[src/rtl/mem_port_initiator.sv]
// mem_port_initiator: load/store initiator for a single-port synchronous data memory
//
// Accepts load/store requests over a valid/ready handshake and drives the
// memory pins combinationally from the request. Read data returns one cycle
// after the address and is captured into a 2-entry response FIFO, so load
// results reach the consumer in order even while it stalls.
//
// Optional feature macro: MEM_PORT_INITIATOR_RANGE_CHECK_EN
//   defined   - addresses above MEM_LEN are out of range: stores are dropped
//               (wr_err pulses), loads return data 0 with resp_err set
//   undefined - every address is in range, resp_err and wr_err stay 0
//
// Ports:
//   clk, rst_n              clock, asynchronous active-low reset
//   req_valid/req_ready     request handshake (acc = req_valid & req_ready)
//   req_we                  1 = store, 0 = load
//   req_addr, req_wdata     word address and store data
//   resp_valid/resp_ready   response handshake, FIFO head
//   resp_data, resp_err     load result and out-of-range tag
//   wr_err                  one-cycle pulse for a dropped store
//   busy                    a load is in flight or a result is waiting
//   mem_a, mem_w, mem_d     memory address, write enable, write data
//   mem_q                   memory read data, one cycle after mem_a
module mem_port_initiator #(
    parameter int MEM_ADDR = 16,
    parameter int LEN_REG  = 32,
    parameter int MEM_LEN  = 65535
) (
    input  logic                clk,
    input  logic                rst_n,
    input  logic                req_valid,
    output logic                req_ready,
    input  logic                req_we,
    input  logic [MEM_ADDR-1:0] req_addr,
    input  logic [LEN_REG-1:0]  req_wdata,
    output logic                resp_valid,
    input  logic                resp_ready,
    output logic [LEN_REG-1:0]  resp_data,
    output logic                resp_err,
    output logic                wr_err,
    output logic                busy,
    output logic [MEM_ADDR-1:0] mem_a,
    output logic                mem_w,
    output logic [LEN_REG-1:0]  mem_d,
    input  logic [LEN_REG-1:0]  mem_q
);
`ifdef MEM_PORT_INITIATOR_RANGE_CHECK_EN
    localparam bit RANGE_CHECK = 1'b1;
`else
    localparam bit RANGE_CHECK = 1'b0;
`endif

    logic                in_range;
    logic                acc;
    logic                pop;
    logic                push;
    logic [2:0]          occ;
    logic [LEN_REG-1:0]  push_data;
    logic                rd_pend_q, rd_pend_d;
    logic                err_q, err_d;
    logic [1:0]          count_q, count_d;
    logic                wr_ptr_q, wr_ptr_d;
    logic                rd_ptr_q, rd_ptr_d;
    logic [LEN_REG-1:0]  data_q [2];
    logic [LEN_REG-1:0]  data_d [2];
    logic [1:0]          ferr_q, ferr_d;

    assign mem_a      = req_addr;
    assign mem_d      = req_wdata;
    assign resp_valid = (count_q != 2'd0);
    assign resp_data  = data_q[rd_ptr_q];
    assign resp_err   = RANGE_CHECK & ferr_q[rd_ptr_q];
    assign busy       = rd_pend_q | resp_valid;

    always_comb begin
        in_range  = RANGE_CHECK ? (req_addr <= MEM_ADDR'(MEM_LEN)) : 1'b1;
        pop       = resp_valid & resp_ready;
        // Slots already claimed (FIFO entries plus the read in flight), less
        // the one freed this cycle; one more load is allowed only if it fits.
        occ       = {1'b0, count_q} + {2'b0, rd_pend_q} - {2'b0, pop};
        req_ready = rst_n & (occ <= 3'd1);
        acc       = req_valid & req_ready;
        mem_w     = acc & req_we & in_range & rst_n;
        wr_err    = RANGE_CHECK & acc & req_we & ~in_range;
        rd_pend_d = acc & ~req_we;
        err_d     = ~in_range;
        // The read issued last cycle lands now; out-of-range reads carry 0.
        push      = rd_pend_q;
        push_data = err_q ? '0 : mem_q;
        data_d[0] = (push && !wr_ptr_q) ? push_data : data_q[0];
        data_d[1] = (push &&  wr_ptr_q) ? push_data : data_q[1];
        ferr_d[0] = (push && !wr_ptr_q) ? err_q : ferr_q[0];
        ferr_d[1] = (push &&  wr_ptr_q) ? err_q : ferr_q[1];
        wr_ptr_d  = wr_ptr_q ^ push;
        rd_ptr_d  = rd_ptr_q ^ pop;
        count_d   = count_q + {1'b0, push} - {1'b0, pop};
    end

    always_ff @(posedge clk or negedge rst_n) begin
        if (!rst_n) begin
            rd_pend_q <= 1'b0;
            err_q     <= 1'b0;
            count_q   <= 2'd0;
            wr_ptr_q  <= 1'b0;
            rd_ptr_q  <= 1'b0;
            data_q[0] <= '0;
            data_q[1] <= '0;
            ferr_q    <= 2'b0;
        end else begin
            rd_pend_q <= rd_pend_d;
            err_q     <= err_d;
            count_q   <= count_d;
            wr_ptr_q  <= wr_ptr_d;
            rd_ptr_q  <= rd_ptr_d;
            data_q[0] <= data_d[0];
            data_q[1] <= data_d[1];
            ferr_q    <= ferr_d;
        end
    end
endmodule

[config.mk]
export PLATFORM = sky130hd
export DESIGN_NAME = mem_port_initiator
export DESIGN_NICKNAME = d
export VERILOG_FILES = /design/src/rtl/mem_port_initiator.sv
export SDC_FILE = /design/constraint.sdc
export NUM_CORES = 1
export LEC_CHECK = 0
export BUFFER_PORTS_ARGS = -buffer_cell sky130_fd_sc_hd__buf_4
export CAP_MARGIN = 20
export CELL_PAD_IN_SITES_DETAIL_PLACEMENT = 0
export CELL_PAD_IN_SITES_GLOBAL_PLACEMENT = 1
export CORE_AREA = 2 2 117 119
export DETAILED_ROUTE_END_ITERATION = 10
export DIE_AREA = 0 0 119 121
export PLACE_DENSITY_LB_ADDON = 0.1
export SLEW_MARGIN = 10
export SYNTH_ARGS = -nofsm -noshare
export SYNTH_HDL_FRONTEND = slang
export SYNTH_SLANG_ARGS = --single-unit
[constraint.sdc]
create_clock -name clk -period 2.4 [get_ports clk]
set_clock_uncertainty 0.05 [all_clocks]
set_input_delay 0.24 -clock clk [delete_from_list [all_inputs] [get_ports clk]]
set_output_delay 0.24 -clock clk [all_outputs]
set_load 0.05 [all_outputs]
==> results.md, run 1 <==
- Status: finished with violations
- Failing checks: setup timing
- Avg Cell Area, Syn: 15.5 µm²
- Core Util, Final: 0.347
- Layout cell share with drive strength beyond 1: 0.713
- Hold Path Sink: push
- Synth-to-layout area growth: 18.1%
- Deepest clock path buffer count: 2
- # port buffers: 72
- Core footprint: 13,100 µm²
- Placer congestion estimate: 0.716
- Slew headroom: 0.405
- Final HPWL DP: 4810 µm
- Num CTS Buffers: 9
- Startpoint Class: flop
- CP required: 2110 ps
- Leakage: 2.23 nW
- Average routed wire per standard cell: 16.2 µm
- Slowest stage delay, CP: 380 ps
- Register area share after synthesis: 0.448
- Setup TNS: -459 ps
- Drt pass-1 iters: 3
- Crit Path Max Fanout: 3
- Diode count: 0
- Vias in the first global route: 2,097
- Die Y: 121 µm
- FILL cells: 1,278
- Global-route wire length before repair: 11,700 µm
- CTS Sinks: 69
- CTS tree: done
- Area occupied by multi-input gates: 1630 µm²
- CP Cell Sequence: o21a_1, ha_1, inv_2, ha_4, fa_2, xnor2_4, nor4b_4, buf_6
- Metal3 WL: 442 µm
- Top sig layer: met4
- Worst slew pin tran: 892 ps
- Total routed wirelength: 7510 µm
- Crit path DAT: 2370 ps
- DRC viols: 0
- RSZ-0062 raised after global routing: yes
- Clk_lat worst skew: 330 ps
- Register-to-Register Path Depth: 7
- Worst Slack Setup Final: -257 ps
- CP Class: reg2out
- Compound-Gate Fraction of Synth Area: 0.00195
- Synth warn: 0
- Yosys cell types: 18
- # IOs: 171
- Setup violators final: 2
- Post-Synthesis Cells: 248
- Vias per std cell: 4.05
- WL met2: 3310 µm
- Mux cell area share after synthesis: 0.368
- Share of the synthesized area in the top cell type: 0.448
- Max-cap violations: 0
- Reg-to-Reg End: push
- Synth Register Bits: 69
- Crit path time final: 2660 ps
- Fmax: 376 MHz
- Die ar.: 14,400 µm²
- Hold path startpoint: req_we
- ANT nets after route: 0
- Hold Path Depth: 2
- Die Wd: 119 µm
- Worst path slowest cell: dfrtp_1
- Max Slew Vio Count: 0
- Synth area leader: dfrtp_1
- Final Hold Viols: 0
- Routed via count: 1,873
- Reg area: 1730 µm²
- Fin crit share: 1.11
- Cell area power density: 1580 nW/µm²
- Largest net degree at the start of global routing: 68
- Largest family of logic cells by synthesized area: multiplexers
- Clock H-tree levels: 3
- Std-Cell Rows: 42
- Worst hold path class: in2reg
- Worst vdd ir: 0.445 mV
- Post-synthesis cell area: 3850 µm²
- Net count reported at finish: 373
- Worst-path clk slew: 50 ps
- Worst r2r src: count_q[1]
- Met1 Routed Length: 3520 µm
- Reg-to-reg slack, setup: 330 ps
- Post-Synth Adder-Cell Area: 0.0182
- Post-synthesis xor/xnor area fraction: 0.00455
- Initial antenna violation count: 0
- Area contributors post-synth: dfrtp_1 (45%), mux2_4 (35%), buf_4 (9.7%)
- CP startpoint: count_q[1]
- Tot GR Track Use: 0.109
- Initial core utilization: 0.294
- Initial DRC count: 34
- Crit. End Element: output pin
- Simple-gate share of the synthesized area: 0.0130
- Grt ovf: 0
- Root Buffer: clkbuf_16
[stage by stage]
step | instances | total power [mW] | hold WS (ps) | setup slack [ps] | area (µm²)
after floorplan | 249 | 5.21 | -106 | -154 | 3880
after global placement | 445 | 5.78 | -2.37 | -35.5 | 4180
after detailed placement | 445 | 5.80 | -2.01 | -52.6 | 4180
after CTS | 461 | 7.29 | 10.5 | -301 | 4530
after global routing | 462 | 7.56 | 17.7 | -333 | 4550
final | 462 | 7.19 | 23.0 | -257 | 4550
[sequential cells by signal, indices dropped and copies added (netlist names)]
register	count
rd_ptr_q	1
count_q	2
push	1
data_q	64
wr_ptr_q	1
[synth_stat cells]
cell and instances:
buf_12 3, buf_4 50, buf_6 9, conb_1 1, dfrtp_1 69, fa_1 1, ha_1 4, inv_1 6
mux2_2 7, mux2_4 89, nand2_1 2, nor3b_1 1, nor4_2 1, nor4b_2 1, o21a_1 1, or3_2 1
xnor2_1 1, xor2_1 1
[repair_timing]
action                                 CTS  global route
endpoints found under the hold margin    2             0
setup endpoints to repair                2             2
gates resized for setup                  4             3
setup buffers                            1             1
gates cloned                             0             0
pin swaps                                1             1
hold buffers                             1             0
[cell usage in the layout (no fill, tap or decap)]
cell / netlist / layout
buf_6: 9 / 2
dfrtp_1: 69 / 68
nor4b_4: 0 / 1
clkbuf_8: 0 / 3
ha_1: 4 / 1
inv_1: 6 / 5
dfrtp_2: 0 / 1
inv_2: 0 / 1
nor3b_4: 0 / 1
clkbuf_1: 0 / 1
xor2_1: 1 / 1
mux2_2: 7 / 7
bufinv_16: 0 / 1
ha_4: 0 / 1
fa_2: 0 / 1
mux2_4: 89 / 89
xnor2_4: 0 / 1
dlygate4sd3_1: 0 / 1
buf_4: 50 / 82
nor4_2: 1 / 1
or3_2: 1 / 1
nand2_1: 2 / 2
o21a_1: 1 / 1
clkbuf_16: 0 / 9
ha_2: 0 / 2
conb_1: 1 / 2
[worst max-delay path, delay by kind of cell, from the launching register on]
family,cells,cell delay (ps)
AOI/OAI and AO/OA,1,200
xor gates and xnor gates,1,170
adders and majority gates,3,810
buffers and inverters,2,240
DFF,1,380
and+or+nand+nor,1,230
[worst max-delay path by stage]
stage	slack, ps	end	depth (start not counted)
6_report	-260	mem_w	8
5_1_grt	-330	mem_w	7
4_1_cts	-300	mem_w	8
3_5_place_dp	-50	mem_w	8
3_3_place_gp	-40	mem_w	8
2_1_floorplan	-150	mem_w	7
[final cells by class]
class	count	area share
clock buffer	13	0.0595
clock inverter	1	0.00661
inverter	6	0.00495
multi-input combinational	112	0.358
sequential	69	0.380
tap	176	0.0484
timing repair buffer	85	0.143
[routing by layer]
layer | up-vias | GRT usage
met2 | 61 | 0.153
li1 | 861 | -
met5 | - | 0
met3 | 31 | 0.0315
met4 | 0 | 0.0774
met1 | 920 | 0.144
[power by group]
part | leakage, nW | internal [mW] | total, mW | switching (mW)
logic | 1.20 | 1.82 | 3.92 | 2.10
registers | 0.884 | 1.65 | 1.91 | 0.260
clock network | 0.148 | 0.878 | 1.36 | 0.483
[cells by family (layout without fill, tap and decap cells)]
family | count (synthesis) | in the layout
fa+ha+maj | 5 | 5
mux | 96 | 96
flops | 69 | 69
buf+inv | 68 | 105
xor+xnor | 2 | 2
other cells | 1 | 2
simple gates | 6 | 6
compound gates | 1 | 1
No activity file was read; power rests on OpenSTA's default activity.
==> inputs of run 2 (changes only) <==
Settings changed: CELL_PAD_IN_SITES_DETAIL_PLACEMENT 0 to 2, CELL_PAD_IN_SITES_GLOBAL_PLACEMENT 1 to 2.
==> results.md, run 2 (same netlist as run 1, synthesis figures left out) <==
- Largest register by flop count: data_q
- Initial DRC count: 38 (+12%)
- Tot GR Track Use: 0.123 (+0.0135)
- Die Wd: 119 µm (unchanged)
- Crit path time final: 2670 ps (+16.8 ps)
- Crit path DAT: 2380 ps (about the same)
- Global-route wire length before repair: 13,100 µm (+12%)
- Total routed wirelength: 8120 µm (+8.2%)
- Leading cell types in the layout, fill and taps excluded: mux2_4 (89), buf_4 (84), dfrtp_1 (68), clkbuf_16 (9), mux2_2 (7)
- Placer congestion estimate: 0.694 (-3.0%)
- Initial antenna violation count: 0 (unchanged)
- CP Cell Sequence: o21a_1, ha_1, inv_2, ha_4, fa_2, nor4b_4, buf_6
- Vias per std cell: 4.18 (+3.0%)
- ANT nets after route: 0 (unchanged)
- Switching pwr: 2.91 mW (+2.3%)
- Worst vdd ir: 0.657 mV (+48%)
- Clk_lat worst skew: 330 ps (about the same)
- Reg-to-reg slack, setup: 290 ps (-40 ps)
- Net count reported at finish: 376 (+0.80%)
- Switch share: 0.394 (-0.00105)
- Std-Cell Rows: 42 (unchanged)
- Startpoint Class: flop
- Hold path startpoint: req_we
- Fmax: 374 MHz (-0.63%)
- # port buffers: 72 (unchanged)
- Worst path slowest cell: fa_2
- CTS tree: done
- Status: finished with violations
- Diode count: 0 (unchanged)
- CTS Sinks: 69 (unchanged)
- Num CTS Buffers: 9 (unchanged)
- FILL cells: 1,324 (+3.6%)
- Hold Path Sink: push
- Synth-to-layout area growth: 19.5%
- Initial core utilization: 0.294 (unchanged)
- Worst hold path class: in2reg
- Final Hold Viols: 0 (unchanged)
- Worst path bufs/invs: 2 (unchanged)
- DRC viols: 0 (unchanged)
- Hold Path Depth: 2 (unchanged)
- Max FFs per register: 64 (unchanged)
- Deepest clock path buffer count: 2 (unchanged)
- Critical path's top delay family: adder cells
- Crit. End Element: output pin
- # IOs: 171 (unchanged)
- CP required: 2110 ps (about the same)
- Worst Slack Setup Final: -274 ps (-16.8 ps)
- Final HPWL DP: 5330 µm (+11%)
- Clock H-tree levels: 3 (unchanged)
- Largest net degree at the start of global routing: 35 (-49%)
- Power share of the clock group: 0.196 (+0.007)
- Average routed wire per standard cell: 17.4 µm (+7.1%)
- Cell area power density: 1600 nW/µm² (+1.4%)
- Setup violators final: 2 (unchanged)
- CP Class: reg2out
- Comb pwr share: 0.536 (-0.009)
- Max-cap violations: 0 (unchanged)
- Drt pass-1 iters: 4 (+1)
- Root Buffer: clkbuf_16
- Die ar.: 14,400 µm² (unchanged)
- Commonest non-fill, non-tap cell in the layout: mux2_4
- Placement Cell Area: 4200 µm² (+0.48%)
- Leakage: 2.25 nW (+1.1%)
- Routed via count: 1,951 (+4.2%)
- Worst r2r src: count_q[0]
- Die Y: 121 µm (unchanged)
- Crit Path Max Fanout: 3 (unchanged)
- Worst-path clk slew: 50 ps (about the same)
- Max Slew Vio Count: 0 (unchanged)
- Largest regs: data_q (64), count_q (2)
- Int Pwr: 4.47 mW (+2.7%)
- Cell area after layout: 4600 µm² (+1.2%)
- Fin crit share: 1.11 (+0.00699)
- Seq pwr share: 0.269 (+0.003)
- Reg-to-Reg End: push
- Layout cell share with drive strength beyond 1: 0.711 (-0.00195)
- Hold WS: 24.4 ps (+1.40 ps)
- Vias in the first global route: 2,316 (+10%)
- Core footprint: 13,100 µm² (unchanged)
- Failing checks: setup timing
- Slowest stage delay, CP: 480 ps (+100 ps)
- Grt ovf: 0 (unchanged)
- RSZ-0062 raised after global routing: yes
- Register-to-Register Path Depth: 8 (+1)
==> run 2: cell types whose count changed in the layout (fill, tap and decap cells not counted) <==
cell,before,now
buf_4,82,84
clkbuf_1,1,3
clkbuf_8,3,1
buf_12,0,1
bufinv_16,1,2
clkinv_4,0,1
==> run 2: worst reg2reg max path: cells and delay by family, from the launching register on <==
kind / cells / cell delay [ps]
buf+inv: 2 / 200
compound gates: 1 / 200
flops: 1 / 390
simple gates: 1 / 190
fa+ha+maj: 3 / 820
xor+xnor: 1 / 170
==> run 2: power groups by stage <==
stage	sequential (mW)	clock, mW	combinational, mW
2_1_floorplan	1.85	0	3.36
3_3_place_gp	1.98	0	3.83
3_5_place_dp	2.00	0	3.86
4_1_cts	1.99	1.51	3.98
5_1_grt	2.06	1.57	4.16
6_report	1.98	1.44	3.95
==> run 2: cell type report <==
class | count | area [µm²] | area share
clock buffer | 13 | 250 | 0.0544
clock inverter | 3 | 68.8 | 0.0150
inverter | 6 | 22.5 | 0.00490
multi-input combinational | 112 | 1630 | 0.354
sequential | 69 | 1730 | 0.376
tap | 176 | 220 | 0.0479
timing repair buffer | 88 | 683 | 0.149
==> run 2: what timing repair did <==
item / CTS / global route
pin swaps: 1 / 1
buffers inserted: 2 / 2
hold endpoints to repair: 5 / 0
resized for setup: 4 / 3
hold buffers: 1 / 0
endpoints found under the setup margin: 2 / 2
cloned: 0 / 0
==> run 2: through the flow <==
stage                     instances  power, mW  setup TNS, ps  setup WS, ps  utilization
after floorplan                 249       5.21           -186          -154            -
after global placement          446       5.81          -71.6         -40.3        0.321
after detailed placement        446       5.86           -189         -97.1        0.321
after CTS                       465       7.49           -617          -326        0.349
after global routing            467       7.79           -628          -357        0.352
final                           467       7.37           -489          -274        0.352
==> run 2: worst max path at each step <==
| stage | startpoint | end | slack, ps | cells past startpoint |
|---|---|---|---|---|
| 6_report | count_q[0] | mem_w | -270 | 7 |
| 5_1_grt | count_q[0] | mem_w | -360 | 7 |
| 4_1_cts | count_q[1] | mem_w | -330 | 8 |
| 3_5_place_dp | count_q[0] | mem_w | -100 | 8 |
| 3_3_place_gp | count_q[1] | mem_w | -40 | 8 |
| 2_1_floorplan | count_q[1] | mem_w | -150 | 7 |
==> run 2: per-layer routing <==
layer | track usage | wire, µm | up-vias
li1 | - | - | 863
met3 | 0.0489 | 407 | 31
met4 | 0.0551 | 181 | 0
met5 | 0 | 0 | -
met1 | 0.146 | 3510 | 997
met2 | 0.196 | 4020 | 60
